[config.mk]
export PLATFORM = sky130hd
export DESIGN_NAME = game_ctrl
export DESIGN_NICKNAME = d
export VERILOG_FILES = /design/src/rtl/game_ctrl.sv
export SDC_FILE = /design/constraint.sdc
export NUM_CORES = 1
export LEC_CHECK = 0
export CORE_AREA = 2 2 89 91
export DETAILED_ROUTE_END_ITERATION = 8
export DIE_AREA = 0 0 91 93
export PLACE_DENSITY_LB_ADDON = 0.2
export SLEW_MARGIN = 0
export SYNTH_ARGS = -nofsm -noshare
export SYNTH_HDL_FRONTEND = slang
export SYNTH_SLANG_ARGS = --single-unit
[constraint.sdc]
create_clock -name clk -period 3 [get_ports clk]
set_input_delay 0.6 -clock clk [delete_from_list [all_inputs] [get_ports clk]]
set_output_delay 0.6 -clock clk [all_outputs]
set_load 0.005 [all_outputs]
[src/rtl/game_ctrl.sv]
// game_ctrl -- top-level sequencer for the breakout datapath.
//
// Runs the game flow IDLE -> SERVE -> PLAY -> LOST / WIN / OVER. It paces
// the ball datapath with a one-cycle tick enable and holds that datapath in
// reset whenever the ball must not move. It also tracks lives, score and
// which bricks have been hit.
//
// Optional build macro: GAME_CTRL_PAUSE_EN adds a pause_btn input and a
// PAUSE state (encoding 6). The default build has neither.
//
// Ports:
//   clk          in   system clock
//   reset        in   synchronous, active-high reset
//   start_btn    in   synchronised start button (level)
//   pause_btn    in   synchronised pause button (level, GAME_CTRL_PAUSE_EN only)
//   ball_y       in   current ball y from the ball datapath
//   erase_enable in   brick-hit pulse from the ball datapath
//   e_pos        in   index of the brick hit, valid with erase_enable
//   ball_tick    out  one-cycle advance enable for the ball datapath
//   ball_rst     out  hold ball position/velocity in reset (level)
//   field_rst    out  one-cycle pulse that restores all bricks
//   state        out  FSM state: 0 IDLE 1 SERVE 2 PLAY 3 LOST 4 WIN 5 OVER (6 PAUSE)
//   lives        out  remaining lives
//   score        out  bricks destroyed this game (saturates at 63)
//   hit_mask     out  bit i set once brick i has been hit
//   win          out  high while in WIN
//   game_over    out  high while in OVER
//
// ball_tick is an enable, not a handshake: the ball datapath advances in
// exactly the cycles where it is high and never pushes back.
//
// All outputs are registers. The outputs that depend on the state are loaded
// from the next-state value, so they change on the same edge as state.
module game_ctrl #(
  parameter int LIVES       = 3,
  parameter int BLOCKS      = 12,
  parameter int TICK_DIV    = 833333,
  parameter int SERVE_TICKS = 60,
  parameter int LOST_Y      = 473
) (
  input  logic              clk,
  input  logic              reset,
  input  logic              start_btn,
`ifdef GAME_CTRL_PAUSE_EN
  input  logic              pause_btn,
`endif
  input  logic [9:0]        ball_y,
  input  logic              erase_enable,
  input  logic [5:0]        e_pos,
  output logic              ball_tick,
  output logic              ball_rst,
  output logic              field_rst,
  output logic [2:0]        state,
  output logic [2:0]        lives,
  output logic [5:0]        score,
  output logic [BLOCKS-1:0] hit_mask,
  output logic              win,
  output logic              game_over
);

  localparam int DW = $clog2(TICK_DIV);
  localparam int SW = $clog2(SERVE_TICKS + 1);

  typedef enum logic [2:0] {
    IDLE  = 3'd0,
    SERVE = 3'd1,
    PLAY  = 3'd2,
    LOST  = 3'd3,
    WIN   = 3'd4,
    OVER  = 3'd5
`ifdef GAME_CTRL_PAUSE_EN
    ,PAUSE = 3'd6
`endif
  } st_e;

  st_e               cur, nxt;
  logic [DW-1:0]     div_cnt;
  logic [SW-1:0]     serve_cnt;
  logic              start_q;
  logic              wrap, start_edge, hit_ok, all_hit, lost_now, serve_done;
  logic [BLOCKS-1:0] mask_sel, mask_new;
`ifdef GAME_CTRL_PAUSE_EN
  logic              pause_q, pause_edge;
`endif

  assign state = cur;

  always_comb begin
    wrap       = (div_cnt == DW'(TICK_DIV - 1));
    start_edge = start_btn & ~start_q;
`ifdef GAME_CTRL_PAUSE_EN
    pause_edge = pause_btn & ~pause_q;
`endif
    // One-hot select of the hit brick; an index past the last brick shifts
    // the bit out entirely, so out-of-range hits select nothing.
    mask_sel   = BLOCKS'(1) << e_pos;
    hit_ok     = (cur == PLAY) && erase_enable && (mask_sel != '0) &&
                 ((hit_mask & mask_sel) == '0);
    mask_new   = hit_ok ? (hit_mask | mask_sel) : hit_mask;
    all_hit    = &mask_new;
    lost_now   = (ball_y >= 10'(LOST_Y));
    serve_done = wrap && (serve_cnt == SW'(SERVE_TICKS - 1));

    nxt = cur;
    case (cur)
      IDLE, WIN, OVER: if (start_edge) nxt = SERVE;
      SERVE:           if (serve_done) nxt = PLAY;
      PLAY: begin
        // Clearing the last brick wins even if the ball is lost in the same cycle.
        if (all_hit)       nxt = WIN;
        else if (lost_now) nxt = LOST;
`ifdef GAME_CTRL_PAUSE_EN
        else if (pause_edge) nxt = PAUSE;
`endif
      end
      LOST:            nxt = (lives <= 3'd1) ? OVER : SERVE;
`ifdef GAME_CTRL_PAUSE_EN
      PAUSE:           if (pause_edge) nxt = PLAY;
`endif
      default:         nxt = IDLE;
    endcase
  end

  always_ff @(posedge clk) begin
    // The edge detectors track the buttons even during reset, so a button
    // held through reset release does not count as a fresh press.
    start_q <= start_btn;
`ifdef GAME_CTRL_PAUSE_EN
    pause_q <= pause_btn;
`endif
    if (reset) begin
      cur       <= IDLE;
      div_cnt   <= '0;
      serve_cnt <= '0;
      lives     <= '0;
      score     <= '0;
      hit_mask  <= '0;
      ball_tick <= 1'b0;
      ball_rst  <= 1'b1;
      field_rst <= 1'b0;
      win       <= 1'b0;
      game_over <= 1'b0;
    end else begin
      cur       <= nxt;
      div_cnt   <= wrap ? '0 : div_cnt + DW'(1);
      field_rst <= 1'b0;
      case (cur)
        IDLE, WIN, OVER: begin
          if (start_edge) begin
            lives     <= 3'(LIVES);
            score     <= '0;
            hit_mask  <= '0;
            field_rst <= 1'b1;
            serve_cnt <= '0;
          end
        end
        SERVE: if (wrap) serve_cnt <= serve_cnt + SW'(1);
        PLAY: begin
          if (hit_ok) begin
            hit_mask <= mask_new;
            score    <= (score == 6'd63) ? score : score + 6'd1;
          end
        end
        LOST: begin
          if (lives != 3'd0) lives <= lives - 3'd1;
          serve_cnt <= '0;
        end
        default: ;
      endcase
      // The divider reaches TICK_DIV-1 on the next cycle exactly when it
      // holds TICK_DIV-2 now, which lines the registered tick up with it.
      ball_tick <= (nxt == PLAY) && (div_cnt == DW'(TICK_DIV - 2));
      ball_rst  <= (nxt == IDLE) || (nxt == SERVE) || (nxt == LOST) || (nxt == OVER);
      win       <= (nxt == WIN);
      game_over <= (nxt == OVER);
    end
  end

endmodule

==> flow_metrics.env <==
export IMPL_yosysTopAreaCell="dfxtp_1"
export IMPL_path_clk_slew_ns=0.10
export IMPL_ys_seq_elements=56
export IMPL_grt_max_degree=21
export IMPL_drive_above_1_share=0.136
export IMPL_synth_compound_gate_area_share=0.155
export IMPL_netlist_area_leader_share=0.380
export IMPL_multi_input_area_um2=1750
export IMPL_netlist_top_cells_area="dfxtp_1, nor2_1, xor2_1, nand2_1, nand3_1"
export IMPL_setup_slack_ns=0.194
export IMPL_peakVddDrop_mv=0.182
export IMPL_drc=0
export IMPL_worstPathArrival_ns=3.01
export IMPL_dp_hpwl_mm=5.23
export IMPL_r2r_start="hit_mask[1]$_SDFFE_PP0P_"
export IMPL_synth_xor_area_frac=0.0742
export IMPL_cp_top_family="compound AO/OA/AOI/OAI gates"
export IMPL_max_clock_freq_mhz=356
export IMPL_ys_types=61
export IMPL_avgSynthCellArea_um2=8.56
export IMPL_cts_max_path_buffers=2
export IMPL_synth_fa_ha_area_frac=0.0297
export IMPL_final_net_count=444
export IMPL_dp_cells=511
export IMPL_syn_to_final_growth_pct=30.4
export IMPL_fin_cells=520
export IMPL_setup_viol=0
export IMPL_grt_pass1_vias=2513
export IMPL_grt_busiest_layer="met2"
export IMPL_track_usage=0.169
export IMPL_status="complete, no violations"
export IMPL_syn_num_nets=372
export IMPL_syn_instance_count=345
export IMPL_initial_utilization=0.392
export IMPL_yosys_warnings=0
export IMPL_async_flop_share=0
export IMPL_grt_pass1_wl_mm=11.7
export IMPL_crit_end="ball_rst$_SDFF_PP1_"
export IMPL_start_kind="input pin"
export IMPL_synth_area_um2=2950
export IMPL_cts_root_buf="clkbuf_8"
export IMPL_synth_seq_area_share=0.380
export IMPL_end_kind="flop"
export IMPL_reg2reg_depth=9
export IMPL_register_area_um2=1120
export IMPL_holdWs_ns=0.485
export IMPL_gp_congestion=0.921
export IMPL_hp_class="reg2reg"
export IMPL_required_ns=3.21
export IMPL_diodes=0
export IMPL_synth_simple_gate_area_share=0.311
export IMPL_p_per_area_nw_per_um2=347
export IMPL_synth_top_family_by_area="simple AND/OR/NAND/NOR gates"
export IMPL_relSlewSlack=0.674
export IMPL_seq_power_share=0.570
export IMPL_p_sw_w=0.000328
export IMPL_fin_skew_ns=0.00681
export IMPL_drv_slew=0
export IMPL_timing_final_crit_share=0.935
export IMPL_die_w_um=91
export IMPL_cts_tree="built"
export IMPL_cp_num_buf_inv=3
export IMPL_num_rows=32
export IMPL_wl_per_cell_um=13.4
export IMPL_clk_latency_ns=0.31
export IMPL_grtUsageMet2=0.272
export IMPL_cts_max_level=2
export IMPL_detailedPlace_worstSlack_ns=-0.191
export IMPL_crit_type="in2reg"
export IMPL_yosys_most_used_dff="dfxtp_1"
export IMPL_path_depth=10
export IMPL_synth_commonest_cells="dfxtp_1, nor2_1, nand2_1"
export IMPL_antenna_found_initial=0
export IMPL_fillers=738
export IMPL_pwr_share_comb=0.101
export IMPL_grt_use_met3=0.0355
export IMPL_r2r_end="ball_tick$_SDFF_PP0_"
export IMPL_cp_slowest_cell="clkdlybuf4s50_1"
export IMPL_coreArea_um2=7530
export IMPL_synth_enable_flop_cells=0
export IMPL_yosysMostFrequentCell="dfxtp_1"
export IMPL_maxCapViolCount=0
export IMPL_cts_buffers=5
export IMPL_numClockSinks=56
export IMPL_synth_mux_area_frac=0.0140
export IMPL_die_area_um2=8460
export IMPL_worstSetupStartpoint="e_pos[4]"
export IMPL_die_h_um=93
export IMPL_worst_path_largest_cell_delay_ns=0.47
export IMPL_ff2ff_setup_slack_ns=0.54
export IMPL_p_leak_nw=1.36
export IMPL_finalPower_w=0.00134
export IMPL_overflow=0
export IMPL_tightestPinTransition_ns=0.484
export IMPL_critPathMaxFanout=7
export IMPL_final_antenna_net_count=0
export IMPL_pin_count=49
export IMPL_avgViaCountPerCell=5.20
export IMPL_routed_wl_mm=6.96
export IMPL_post_route_util=0.511
export IMPL_power_frac_clock=0.329
export IMPL_finalHoldViolations=0
export IMPL_swShare=0.245
export IMPL_grt_use_met1=0.227
export IMPL_vias=2703
export IMPL_post_route_min_period_ns=2.81
export IMPL_rsz0062_at_grt="false"
export IMPL_port_buffers=48
export IMPL_firstDrtPassIters=4
export IMPL_dr_first_iter_drc_count=79
export IMPL_p_int_w=0.00101
export IMPL_crit_path_cell_trace="clkdlybuf4s50_1, a211oi_2, nand4_4, a211oi_4, buf_4, buf_4, nand4_1, nand3_2, nand4_1, a221o_1"
flip-flops by register name, indices dropped and copies added (netlist names):
register   cells
score          6
lives          3
serve_cnt      6
start_q        1
ball_rst       1
hit_mask      12
state          3
div_cnt       20
ball_tick      1
game_over      1
field_rst      1
win            1
per-layer routing:
layer,share of wire,up-vias
met5,0,-
met4,0.015,0
met3,0.040,10
met2,0.45,57
met1,0.49,1258
li1,-,1378
cell type report:
type / count / area share
multi-input combinational: 265 / 0.455
tap: 102 / 0.0331
clock buffer: 6 / 0.0214
clock inverter: 2 / 0.00357
timing repair buffer: 78 / 0.185
sequential: 56 / 0.291
inverter: 11 / 0.0107
power groups by stage:
stage / Combinational (W) / Sequential [W] / Clock (W)
floorplan: 0.0000658 / 0.000777 / 0
global placement: 0.000133 / 0.000780 / 0
detailed placement: 0.000135 / 0.000780 / 0
CTS: 0.000136 / 0.000763 / 0.000457
global route: 0.000149 / 0.000765 / 0.000483
finish: 0.000135 / 0.000763 / 0.000440
logic make-up (layout without fill, tap and decap cells):
logic type	after synthesis	in the layout
and+or+nand+nor	171	171
AOI/OAI and AO/OA	58	58
DFF	56	56
xor gates and xnor gates	25	25
buffers and inverters	24	97
adders and majority gates	7	7
muxes	4	4
cell usage in the layout, fill, tap and decap left out, types with 3 or more instances in the layout:
cell type and instances:
nor2_1 54, clkbuf_8 6, inv_1 11, o21ai_0 4
ha_1 7, or3_1 3, nand2b_1 5, dfxtp_1 56
and2_1 6, mux2i_1 3, nand4_1 13, and3_1 7
a32oi_1 5, and4_1 3, a41oi_1 3, nand2_1 32
a21oi_1 17, nor3b_1 4, clkdlybuf4s50_1 46, xor2_1 18
xnor2_1 7, nand3_1 17, nor2b_1 3, nand4b_1 4
buf_4 30, nor3_1 6
stage by stage:
stage                     cell area [um^2]  setup TNS, ns
final                                 3850              0
after CTS                             3810              0
after floorplan                       2950              0
after global routing                  3850              0
after detailed placement              3710         -0.936
after global placement                3710         -0.419
what timing repair did:
action | in CTS | in global routing
resized for setup | 0 | 6
hold buffers | 0 | 0
buffers inserted | 0 | 1
endpoints found under the setup margin | 0 | 3
worst min path at each step:
stage	startpoint	endpoint	cells after the start
after floorplan	div_cnt[0]$_SDFF_PP0_	div_cnt[0]$_SDFF_PP0_	1
after global placement	div_cnt[0]$_SDFF_PP0_	div_cnt[0]$_SDFF_PP0_	1
after detailed placement	div_cnt[0]$_SDFF_PP0_	div_cnt[0]$_SDFF_PP0_	1
after CTS	div_cnt[0]$_SDFF_PP0_	div_cnt[0]$_SDFF_PP0_	1
after global routing	div_cnt[0]$_SDFF_PP0_	div_cnt[0]$_SDFF_PP0_	1
final	div_cnt[0]$_SDFF_PP0_	div_cnt[0]$_SDFF_PP0_	1
No activity file was read; power rests on OpenSTA's default activity.
